File: src/rtl/bus_cycle_pkg.sv
// Shared state encoding, cycle-type codes and beat-plan helpers for the
// external bus-cycle sequencer.
package bus_cycle_pkg;

  typedef enum logic [2:0] {
    S_IDLE, S_T1, S_T2, S_T3, S_TW, S_T4, S_HOLD
  } state_t;

  localparam logic [1:0] CT_MEM  = 2'd0;
  localparam logic [1:0] CT_IO   = 2'd1;
  localparam logic [1:0] CT_INTA = 2'd2;

  // Only odd or byte-split words on a wide bus, and every word on a narrow bus, need two beats
  function automatic logic [1:0] beat_count(input int bus_w, input logic inta,
                                            input logic byte_op, input logic a0);
    if (inta)                 return 2'd2;
    if (byte_op)              return 2'd1;
    if (bus_w == 16 && !a0)   return 2'd1;
    return 2'd2;
  endfunction

  function automatic logic beat_lane(input int bus_w, input logic inta,
                                     input logic a0, input logic beat);
    if (bus_w != 16 || inta) return 1'b0;
    return a0 ^ beat;
  endfunction

endpackage

File: src/rtl/bus_cycle_ctrl_if.sv
// Core request port plus multiplexed external bus pins of the sequencer.
interface bus_cycle_ctrl_if #(
  parameter int ADDR_W = 20,
  parameter int BUS_W  = 8
);
  localparam int CORE_W = 16;
  localparam int LANES  = BUS_W / 8;

  logic              req;
  logic [1:0]        ctype;
  logic              we;
  logic              byte_op;
  logic [ADDR_W-1:0] addr;
  logic [CORE_W-1:0] wdata;
  logic [CORE_W-1:0] rdata;
  logic              done;
  logic              busy;
  logic [ADDR_W-1:0] a_out;
  logic [BUS_W-1:0]  ad_out;
  logic              ad_oe;
  logic [BUS_W-1:0]  ad_in;
  logic [LANES-1:0]  be_n;
  logic              ale;
  logic              rd_n;
  logic              wr_n;
  logic              inta_n;
  logic              den_n;
  logic              dtr;
  logic              iom;
  logic              ready;
  logic              hold;
  logic              hlda;

  modport master (
    output req, ctype, we, byte_op, addr, wdata, ad_in, ready, hold,
    input  rdata, done, busy, a_out, ad_out, ad_oe, be_n, ale, rd_n, wr_n,
           inta_n, den_n, dtr, iom, hlda
  );

  modport slave (
    input  req, ctype, we, byte_op, addr, wdata, ad_in, ready, hold,
    output rdata, done, busy, a_out, ad_out, ad_oe, be_n, ale, rd_n, wr_n,
           inta_n, den_n, dtr, iom, hlda
  );

endinterface

File: src/rtl/bus_beat_plan.sv
// Per-beat lane, address, byte-enable and write-data placement derived from
// the latched request and the current beat index.
module bus_beat_plan
  import bus_cycle_pkg::*;
#(
  parameter int ADDR_W = 20,
  parameter int BUS_W  = 8,
  parameter int CORE_W = 16,
  localparam int LANES = BUS_W / 8
) (
  input  logic [ADDR_W-1:0] i_addr,
  input  logic [CORE_W-1:0] i_wdata,
  input  logic              i_byte_op,
  input  logic              i_inta,
  input  logic              i_beat,
  output logic [1:0]        o_nbeats,
  output logic [ADDR_W-1:0] o_beat_addr,
  output logic [LANES-1:0]  o_be_n,
  output logic [BUS_W-1:0]  o_wbus,
  output logic              o_lane,
  output logic              o_byte_hi,
  output logic              o_full
);
  logic [7:0] w_byte;

  assign o_nbeats    = beat_count(BUS_W, i_inta, i_byte_op, i_addr[0]);
  assign o_beat_addr = i_addr + ADDR_W'(i_beat);
  assign o_lane      = beat_lane(BUS_W, i_inta, i_addr[0], i_beat);
  assign o_full      = (BUS_W == 16) && !i_inta && !i_byte_op && !i_addr[0];
  // Second beat of a split word carries the core's high byte
  assign o_byte_hi   = !(i_byte_op || i_inta) && i_beat;
  assign w_byte      = o_byte_hi ? i_wdata[15:8] : i_wdata[7:0];

  for (genvar l = 0; l < LANES; l++) begin : g_lane
    assign o_be_n[l]       = !(o_full || (o_lane == 1'(l)));
    assign o_wbus[l*8 +: 8] = o_full ? i_wdata[l*8 +: 8] :
                              (o_lane == 1'(l)) ? w_byte : 8'h00;
  end

endmodule

File: src/rtl/bus_cycle_ctrl.sv
// T1-T4 bus-cycle sequencer: splits core transfers into beats, inserts
// ready wait states, runs interrupt-acknowledge pairs and grants hold.
module bus_cycle_ctrl
  import bus_cycle_pkg::*;
#(
  parameter int ADDR_W = 20,
  parameter int BUS_W  = 8,
  parameter int CORE_W = 16
) (
  input logic             clk,
  input logic             rst,
  bus_cycle_ctrl_if.slave bus
);
  localparam int LANES = BUS_W / 8;

  state_t            r_state, w_next;
  logic              r_we, r_byte_op, r_io, r_inta, r_beat;
  logic [ADDR_W-1:0] r_addr, r_a_out;
  logic [CORE_W-1:0] r_wdata, r_rdata;

  logic [1:0]        w_nbeats;
  logic [ADDR_W-1:0] w_beat_addr;
  logic [LANES-1:0]  w_be_n;
  logic [BUS_W-1:0]  w_wbus;
  logic              w_lane, w_byte_hi, w_full;
  logic              w_accept, w_more, w_capture;
  logic [7:0]        w_in_byte;

  bus_beat_plan #(.ADDR_W(ADDR_W), .BUS_W(BUS_W), .CORE_W(CORE_W)) u_plan (
    .i_addr     (r_addr),
    .i_wdata    (r_wdata),
    .i_byte_op  (r_byte_op),
    .i_inta     (r_inta),
    .i_beat     (r_beat),
    .o_nbeats   (w_nbeats),
    .o_beat_addr(w_beat_addr),
    .o_be_n     (w_be_n),
    .o_wbus     (w_wbus),
    .o_lane     (w_lane),
    .o_byte_hi  (w_byte_hi),
    .o_full     (w_full)
  );

  assign w_accept  = (r_state == S_IDLE) && !bus.hold && bus.req;
  assign w_more    = !r_beat && (w_nbeats == 2'd2);
  // Only the second acknowledge beat carries the vector
  assign w_capture = ((r_state == S_T3) || (r_state == S_TW)) && bus.ready &&
                     (r_inta ? r_beat : !r_we);
  assign w_in_byte = (LANES > 1 && w_lane) ? bus.ad_in[BUS_W-1 -: 8] : bus.ad_in[7:0];

  assign bus.rdata = r_rdata;
  assign bus.a_out = r_a_out;

  always_ff @(posedge clk or posedge rst) begin
    if (rst) r_state <= S_IDLE;
    else     r_state <= w_next;
  end

  always_ff @(posedge clk or posedge rst) begin
    if (rst) begin
      r_we <= 1'b0; r_byte_op <= 1'b0; r_io <= 1'b0; r_inta <= 1'b0; r_beat <= 1'b0;
      r_addr <= '0; r_a_out <= '0; r_wdata <= '0; r_rdata <= '0;
    end else begin
      if (w_accept) begin
        r_we      <= bus.we;
        r_byte_op <= bus.byte_op;
        r_io      <= (bus.ctype == CT_IO);
        r_inta    <= (bus.ctype == CT_INTA);
        r_addr    <= bus.addr;
        r_wdata   <= bus.wdata;
        r_beat    <= 1'b0;
        r_a_out   <= bus.addr;
        if (!bus.we || bus.ctype == CT_INTA) r_rdata <= '0;
      end else if (r_state == S_T4 && w_more) begin
        r_beat  <= 1'b1;
        r_a_out <= w_beat_addr + ADDR_W'(1);
      end
      if (w_capture) begin
        if (w_full)         r_rdata       <= {bus.ad_in[BUS_W-1 -: 8], bus.ad_in[7:0]};
        else if (w_byte_hi) r_rdata[15:8] <= w_in_byte;
        else                r_rdata[7:0]  <= w_in_byte;
      end
    end
  end

  always_comb begin
    w_next     = r_state;
    bus.ale    = 1'b0;
    bus.ad_oe  = 1'b0;
    bus.ad_out = '0;
    bus.be_n   = '1;
    bus.rd_n   = 1'b1;
    bus.wr_n   = 1'b1;
    bus.inta_n = 1'b1;
    bus.den_n  = 1'b1;
    bus.dtr    = 1'b0;
    bus.iom    = 1'b0;
    bus.busy   = 1'b0;
    bus.done   = 1'b0;
    bus.hlda   = 1'b0;
    case (r_state)
      S_IDLE: begin
        if (bus.hold)     w_next = S_HOLD;
        else if (bus.req) w_next = S_T1;
      end
      S_HOLD: begin
        bus.hlda = 1'b1;
        if (!bus.hold) w_next = S_IDLE;
      end
      default: begin
        bus.busy = 1'b1;
        bus.be_n = w_be_n;
        bus.iom  = r_io;
        bus.dtr  = r_we && !r_inta;
        case (r_state)
          S_T1: begin
            w_next     = S_T2;
            bus.ale    = 1'b1;
            bus.ad_oe  = 1'b1;
            bus.ad_out = w_beat_addr[BUS_W-1:0];
          end
          S_T2, S_T3, S_TW: begin
            if (r_state == S_T2) w_next = S_T3;
            else if (bus.ready)  w_next = S_T4;
            else                 w_next = S_TW;
            bus.den_n  = 1'b0;
            bus.rd_n   = r_inta || r_we;
            bus.wr_n   = r_inta || !r_we;
            bus.inta_n = !r_inta;
            if (r_we && !r_inta) begin
              bus.ad_oe  = 1'b1;
              bus.ad_out = w_wbus;
            end
          end
          S_T4: begin
            w_next   = w_more ? S_T1 : S_IDLE;
            bus.done = !w_more;
          end
          default: w_next = S_IDLE;
        endcase
      end
    endcase
  end

endmodule

File: src/flat_wrapper.sv
// flat-port wrapper written by rule: the top's interface ports become plain ports
module bus_cycle_ctrl_flat import bus_cycle_pkg::*;
#(
  parameter int ADDR_W = 20,
  parameter int BUS_W  = 8,
  parameter int CORE_W = 16
)
  (clk, rst, bus_req, bus_ctype, bus_we, bus_byte_op, bus_addr, bus_wdata, bus_ad_in, bus_ready, bus_hold, bus_rdata, bus_done, bus_busy, bus_a_out, bus_ad_out, bus_ad_oe, bus_be_n, bus_ale, bus_rd_n, bus_wr_n, bus_inta_n, bus_den_n, bus_dtr, bus_iom, bus_hlda);
  bus_cycle_ctrl_if #(.ADDR_W(ADDR_W), .BUS_W(BUS_W)) bus_i ();
  input logic clk;
  input logic rst;
  input wire logic [$bits(bus_i.req)-1:0] bus_req;
  input wire logic [$bits(bus_i.ctype)-1:0] bus_ctype;
  input wire logic [$bits(bus_i.we)-1:0] bus_we;
  input wire logic [$bits(bus_i.byte_op)-1:0] bus_byte_op;
  input wire logic [$bits(bus_i.addr)-1:0] bus_addr;
  input wire logic [$bits(bus_i.wdata)-1:0] bus_wdata;
  input wire logic [$bits(bus_i.ad_in)-1:0] bus_ad_in;
  input wire logic [$bits(bus_i.ready)-1:0] bus_ready;
  input wire logic [$bits(bus_i.hold)-1:0] bus_hold;
  output wire logic [$bits(bus_i.rdata)-1:0] bus_rdata;
  output wire logic [$bits(bus_i.done)-1:0] bus_done;
  output wire logic [$bits(bus_i.busy)-1:0] bus_busy;
  output wire logic [$bits(bus_i.a_out)-1:0] bus_a_out;
  output wire logic [$bits(bus_i.ad_out)-1:0] bus_ad_out;
  output wire logic [$bits(bus_i.ad_oe)-1:0] bus_ad_oe;
  output wire logic [$bits(bus_i.be_n)-1:0] bus_be_n;
  output wire logic [$bits(bus_i.ale)-1:0] bus_ale;
  output wire logic [$bits(bus_i.rd_n)-1:0] bus_rd_n;
  output wire logic [$bits(bus_i.wr_n)-1:0] bus_wr_n;
  output wire logic [$bits(bus_i.inta_n)-1:0] bus_inta_n;
  output wire logic [$bits(bus_i.den_n)-1:0] bus_den_n;
  output wire logic [$bits(bus_i.dtr)-1:0] bus_dtr;
  output wire logic [$bits(bus_i.iom)-1:0] bus_iom;
  output wire logic [$bits(bus_i.hlda)-1:0] bus_hlda;
  assign bus_i.req = bus_req;
  assign bus_i.ctype = bus_ctype;
  assign bus_i.we = bus_we;
  assign bus_i.byte_op = bus_byte_op;
  assign bus_i.addr = bus_addr;
  assign bus_i.wdata = bus_wdata;
  assign bus_i.ad_in = bus_ad_in;
  assign bus_i.ready = bus_ready;
  assign bus_i.hold = bus_hold;
  assign bus_rdata = bus_i.rdata;
  assign bus_done = bus_i.done;
  assign bus_busy = bus_i.busy;
  assign bus_a_out = bus_i.a_out;
  assign bus_ad_out = bus_i.ad_out;
  assign bus_ad_oe = bus_i.ad_oe;
  assign bus_be_n = bus_i.be_n;
  assign bus_ale = bus_i.ale;
  assign bus_rd_n = bus_i.rd_n;
  assign bus_wr_n = bus_i.wr_n;
  assign bus_inta_n = bus_i.inta_n;
  assign bus_den_n = bus_i.den_n;
  assign bus_dtr = bus_i.dtr;
  assign bus_iom = bus_i.iom;
  assign bus_hlda = bus_i.hlda;
  bus_cycle_ctrl #(.ADDR_W(ADDR_W), .BUS_W(BUS_W), .CORE_W(CORE_W)) u_core (.clk(clk), .rst(rst), .bus(bus_i));
endmodule
File: config.mk
export PLATFORM = sky130hd
export DESIGN_NAME = bus_cycle_ctrl_flat
export DESIGN_NICKNAME = d
export VERILOG_FILES = /design/src/rtl/bus_cycle_pkg.sv /design/src/rtl/bus_cycle_ctrl_if.sv /design/src/rtl/bus_beat_plan.sv /design/src/rtl/bus_cycle_ctrl.sv /design/src/flat_wrapper.sv
export SDC_FILE = /design/constraint.sdc
export NUM_CORES = 1
export LEC_CHECK = 0
export ABC_AREA = 1
export BUFFER_PORTS_ARGS = -buffer_cell sky130_fd_sc_hd__buf_2
export CAP_MARGIN = 15
export CORE_UTILIZATION = 35
export CTS_BUF_LIST = sky130_fd_sc_hd__clkbuf_16
export DETAILED_ROUTE_END_ITERATION = 12
export PLACE_DENSITY = 0.56
export SLEW_MARGIN = 0
export SYNTH_ARGS = -nofsm -noshare
export SYNTH_HDL_FRONTEND = slang
export SYNTH_HIERARCHICAL = 1
export SYNTH_SLANG_ARGS = --single-unit
File: constraint.sdc
create_clock -name clk -period 2.2 [get_ports clk]
set_input_delay 0.22 -clock clk [delete_from_list [all_inputs] [get_ports clk]]
set_output_delay 0.22 -clock clk [all_outputs]
set_load 0.005 [all_outputs]
# --- After elaboration in Yosys (flattened, before gate mapping) ---
# Cells that the tools add are included.
classes:
  addsub: 2
  eq_ne: 11
  n_mux: 49
  reduce_logical: 25
op_table:
  columns: ["op", "count"]
  rows:
  - ["two-way mux 16 bit", 3]
  - ["two-way mux 20 bit", 2]
  - ["two-way mux 8 bit", 5]
  - ["two-way mux 1 bit", 27]
  - ["adder 20 x 1 -> 20 bit", 1]
  - ["adder 20 x 1 -> 20 bit, second input constant", 1]
  - ["one-hot mux 8 bit (2 select lines)", 1]
  - ["two-way mux 3 bit", 4]
  - ["== test 3 bit, second input constant", 3]
  - ["one-hot mux 3 bit (3 select lines)", 1]
  - ["logical AND 1 bit", 8]
  - ["two-way mux 2 bit", 4]
  - ["zero test 1 bit", 7]
  - ["== test 3 x 2 -> 1 bit, second input constant", 2]
  - ["one-hot mux 3 bit (2 select lines)", 1]
  - ["logical OR 1 bit", 5]
  - ["== test 2 bit, second input constant", 2]
  - ["== test 3 x 1 -> 1 bit, second input constant", 1]
  - ["zero test 3 bit", 1]
  - ["inequality test 3 bit, second input constant", 1]
  - ["OR reduction 3 bit", 1]
  - ["== test 2 x 1 -> 1 bit, second input constant", 1]
  - ["inequality test 2 bit, second input constant", 1]
  - ["one-hot mux 1 bit (2 select lines)", 1]
  - ["other kinds (3)", 3]
word_totals:
  ff_bits: 80
  inputBits: 53
  output_inout_bits: 56
  wordCells: 97

# --- Longest topological paths before layout ---
depth:
  ltp_word: 9
  mapped_depth: 17
  mapped_depth_nobuf: 17

# --- By module ---
# Netlist, hierarchy kept.
by_module_without_submodules:
  columns: ["mod", "instances", "cells_per_inst", "area_each_um2", "seq_area_each_um2"]
  rows:
  - ["bus_cycle_ctrl", 1, 482, 3990.1, 2001.9]
  - ["bus_beat_plan", 1, 135, 643.1, 0.0]

# --- Worst setup path after synthesis ---
# No wires, ideal clock.
synth_timing:
  kind: "reg2reg"
  start: "register u_core.r_beat"
  end: "register u_core.r_a_out[15] (netlist: u_core/bus.a_out[15])"
  setup_ns: 0.077
  t_arrival_ns: 2.042
  required_time_ns: 2.123
  setup_slack_ns: 0.080
  path_stages_with_launch: 13
  n_path_buf: 0
  period_less_slack_ns: 2.120
  path_cell_list: "dfrtp_1 > ha_1 > ha_1 > nand3_1 > nor2_1 > xor2_1 > nand2_1 > nor2_1 > nand2_1 > nor2_1 > xor2_1 > nand2_1 > a21oi_1"
synth_via:
  elab_chain_len: 4
  elab_cells_between_ends: 8
  classes_between: "add/sub (2); mux (2); reduce/logical (4)"
synth_rtl:
  columns: ["element", "line_no", "text"]
  rows:
  - ["from (decl)", "bus_cycle_ctrl.sv:17", "logic r_we, r_byte_op, r_io, r_inta, r_beat;"]
  - ["from (signal assigned)", "bus_cycle_ctrl.sv:61", "r_we <= 1'b0; r_byte_op <= 1'b0; r_io <= 1'b0; r_inta <= 1'b0; r_beat <= 1'b0;"]
  - ["from (signal assigned)", "bus_cycle_ctrl.sv:71", "r_beat <= 1'b0;"]
  - ["from (signal assigned)", "bus_cycle_ctrl.sv:75", "r_beat <= 1'b1;"]
  - ["adder 20 x 1 -> 20 bit", "bus_beat_plan.sv:27", "assign o_beat_addr = i_addr + ADDR_W'(i_beat);"]
  - ["via u_core.w_beat_addr[6]", "bus_cycle_ctrl.sv:22", "logic [ADDR_W-1:0] w_beat_addr;"]
  - ["adder 20 x 1 -> 20 bit", "bus_cycle_ctrl.sv:76", "r_a_out <= w_beat_addr + ADDR_W'(1);"]
  - ["two-way mux 20 bit", "bus_cycle_ctrl.sv:74", "end else if (r_state == S_T4 && w_more) begin"]
  - ["two-way mux 20 bit", "bus_cycle_ctrl.sv:64", "if (w_accept) begin"]
  - ["to (signal assigned)", "bus_cycle_ctrl.sv:72", "r_a_out <= bus.addr;"]
  - ["to (signal assigned)", "bus_cycle_ctrl.sv:76", null]
  - ["to (decl)", "bus_cycle_ctrl.sv:18", "logic [ADDR_W-1:0] r_addr, r_a_out;"]
# The timed path passes the listed nets, and every way through them passes these cells. The select of a mux whose other input is x is not followed.
# A chain may end at the register's enable or synchronous reset.

# --- Final worst setup path ---
layout_timing:
  start: "register u_core.r_addr[0]"
  end: "output bus_ad_out[6]"
layout_via:
  elab_chain_len: 3
layout_rtl:
  columns: ["element", "line_no", "text"]
  rows:
  - ["from (decl)", "bus_cycle_ctrl.sv:18", null]
  - ["from (signal assigned)", "bus_cycle_ctrl.sv:69", "r_addr <= bus.addr;"]
  - ["adder 20 x 1 -> 20 bit", "bus_beat_plan.sv:27", null]
  - ["via u_core.w_beat_addr[6]", "bus_cycle_ctrl.sv:22", null]
  - ["one-hot mux 8 bit (2 select lines)", "bus_cycle_ctrl.sv:115", "case (r_state)"]
  - ["two-way mux 8 bit", "bus_cycle_ctrl.sv:101", "case (r_state)"]
  - ["to (decl)", "flat_wrapper.sv:25", "output wire logic [$bits(bus_i.ad_out)-1:0] bus_ad_out;"]
# The timed path passes the listed nets, and every way through them passes these cells.

==> qor.txt <==
# H-tree levels = 3
Fillers = 1285
Setup WS post-layout = -0.0364 ns
Vias in the first global route = 4445
WL/cell = 14.7 um
Worst skew pair latency = 0.35 ns
Reg-to-Reg End = u_core/bus.a_out[16]
Largest net degree at the start of global routing = 37
Crit path max fanout = 3
RePlAce Congestion = 0.894
Tightest Pin Transition = 0.511 ns
Min-delay worst type = in2reg
Final min period = 2.24 ns
Setup violators final = 4
Overflow after GRT = 0
Worst EP arrival = 2.02 ns
Setup TNS Final = -0.0651 ns
Reg2reg start = u_core/r_addr[0]
Port bufs = 108
Avg Cell Area, Syn = 7.51 um2
Final-report hold violation count = 0
Leakage power total = 3.18 nW
Cell count after synthesis = 616
P&R area growth vs syn = 38.0%
CP Launch Type = flop
Worst IR drop on VDD = 0.506 mV
End of the critical path = bus_ad_out[6]
Clock Tree Buf Depth = 2
Pwr/cell area = 1360 nW/um2
Synth Cell Area = 4630 um2
CTS buffer count = 9
Root Buffer Master = clkbuf_16
Crit path cell chain = ha_2 > ha_4 > nand3_4 > nor2_4 > xor2_2 > buf_4 > inv_4 > buf_6 > o21ai_2 > buf_2
Final wirelength = 14.0 mm
RSZ-0062 raised after global routing = yes
Drt drc = 0
Layout Nets = 829
TritonCTS Sinks = 80
Crit path required time = 1.98 ns
Max-Cap Viols = 0
Failing checks = negative setup slack
Hold slack = 0.0656 ns
Delay of the slowest critical-path stage = 0.38 ns
Critical Path Source = u_core/r_addr[0]
Via density = 4.80
Starting Density = 0.362
Critical path class = reg2out
DR vias = 4552
Share of cells above drive strength 1 = 0.386
Fmax = 447 MHz
Slew Limit Headroom = 0.658
DIE AREA = 13700 um2
R2r setup slk = -0.01 ns
CTS tree = done
Core area = 12800 um2
Clock skew = 0.00840 ns
GR Util All Layers = 0.216
DR iter-0 viols = 176
Die Y = 117 um
DR pass1 iterations = 5
Final Cycle Share = 1.02
Die W = 117 um
Synth warn = 6
First-pass GRT wire length = 22.1 mm
Slew Viols, Final = 0
Status = finished, violations left
Initial antenna violation count = 0
Final ANT Viol Nets = 0
Antenna diodes = 0
Slowest-stage cell, CP = dfrtp_1
CP Capture Type = output port
Reg2reg path depth = 14
DP Wirelength = 10.3 mm
IO Pins = 109
Clock transition at the registers of the reported paths = 0.06 ns
# rows = 41
## placed cells by master, fill, tap and decap left out, types with 4 or more instances in the layout
cell and instances:
nand2_1 191, buf_2 108, dfrtp_1 79, nor2_1 49, buf_4 48, inv_1 45, nand3_1 42, nand2_2 24
nor2_2 22, a21oi_1 18, nor2_4 12, o21ai_2 12, o21ai_1 11, mux2_2 10, o21ai_0 10, clkbuf_16 9
a31oi_1 8, xnor2_2 7, nand3_2 6, nand4_1 5, inv_2 4, a21oi_2 4, buf_6 4, xor2_2 4
## per-stage QoR
stage	cell area (um2)	total power, mW	utilization	worst slack (ns)	cells
after floorplan	4630	5.05	-	0.0803	617
after global placement	5540	6.43	0.433	-0.224	916
after detailed placement	5540	6.48	0.433	-0.231	916
after CTS	6080	8.36	0.476	-0.0452	940
after global routing	6380	9.39	0.500	-0.173	949
final	6380	8.66	0.500	-0.0364	949
## flip-flops by register name, summed over array words and instances (netlist names)
register          count
u_core/r_wdata       16
u_core/bus.rdata     16
u_core/r_we           1
u_core/r_byte_op      1
u_core/r_beat         1
u_core/r_io           1
u_core/r_addr        20
u_core/r_inta         1
u_core/r_state        3
u_core/bus.a_out     20
## worst min-delay path by stage
stage                              from                  end  slack, ns  cells after the start
after floorplan             bus_byte_op     u_core/r_byte_op       0.33                      2
after global placement              rst  u_core/bus.a_out[2]       0.11                      2
after detailed placement            rst  u_core/bus.a_out[2]       0.11                      2
after CTS                 bus_wdata[10]   u_core/r_wdata[10]       0.05                      3
after global routing       bus_wdata[0]    u_core/r_wdata[0]       0.06                      3
final                     bus_wdata[10]   u_core/r_wdata[10]       0.07                      3
## power by group
part / internal (mW) / switching (mW)
clock: 0.995 / 0.628
sequential: 2.17 / 0.613
combinational: 1.84 / 2.41
## final cells by class
type                       count  area, um2  area share
timing repair buffer         163        996       0.156
clock inverter                 7       97.6      0.0153
clock buffer                   9        225      0.0353
sequential                    80       2000       0.314
inverter                      52        208      0.0325
multi-input combinational    466       2640       0.413
tap                          172        215      0.0337
## per-layer routing
metal | GRT usage | part of all wire
met3 | 0.0572 | 0.055
met1 | 0.266 | 0.43
met5 | 0 | 0
met2 | 0.366 | 0.49
met4 | 0.0793 | 0.020
## worst max-delay path: cells and delay by family (launching register included)
| kind | cells | cell delay [ns] |
|---|---|---|
| XOR/XNOR | 1 | 0.17 |
| AO/OA/AOI/OAI | 1 | 0.10 |
| flip-flops | 1 | 0.38 |
| AND/OR/NAND/NOR | 2 | 0.23 |
| buffers and inverters | 4 | 0.41 |
| adder cells (fa/ha/maj) | 2 | 0.37 |
## repair_timing
| item | in CTS | in global routing |
|---|---|---|
| endpoints found under the hold margin | 34 | 0 |
| cloned | 0 | 1 |
| resized for setup | 43 | 60 |
| endpoints found under the setup margin | 18 | 25 |
| buffers inserted | 7 | 9 |
| hold buffers | 1 | 0 |
| pin swaps | 18 | 33 |
(Power assumes the default switching activity.)
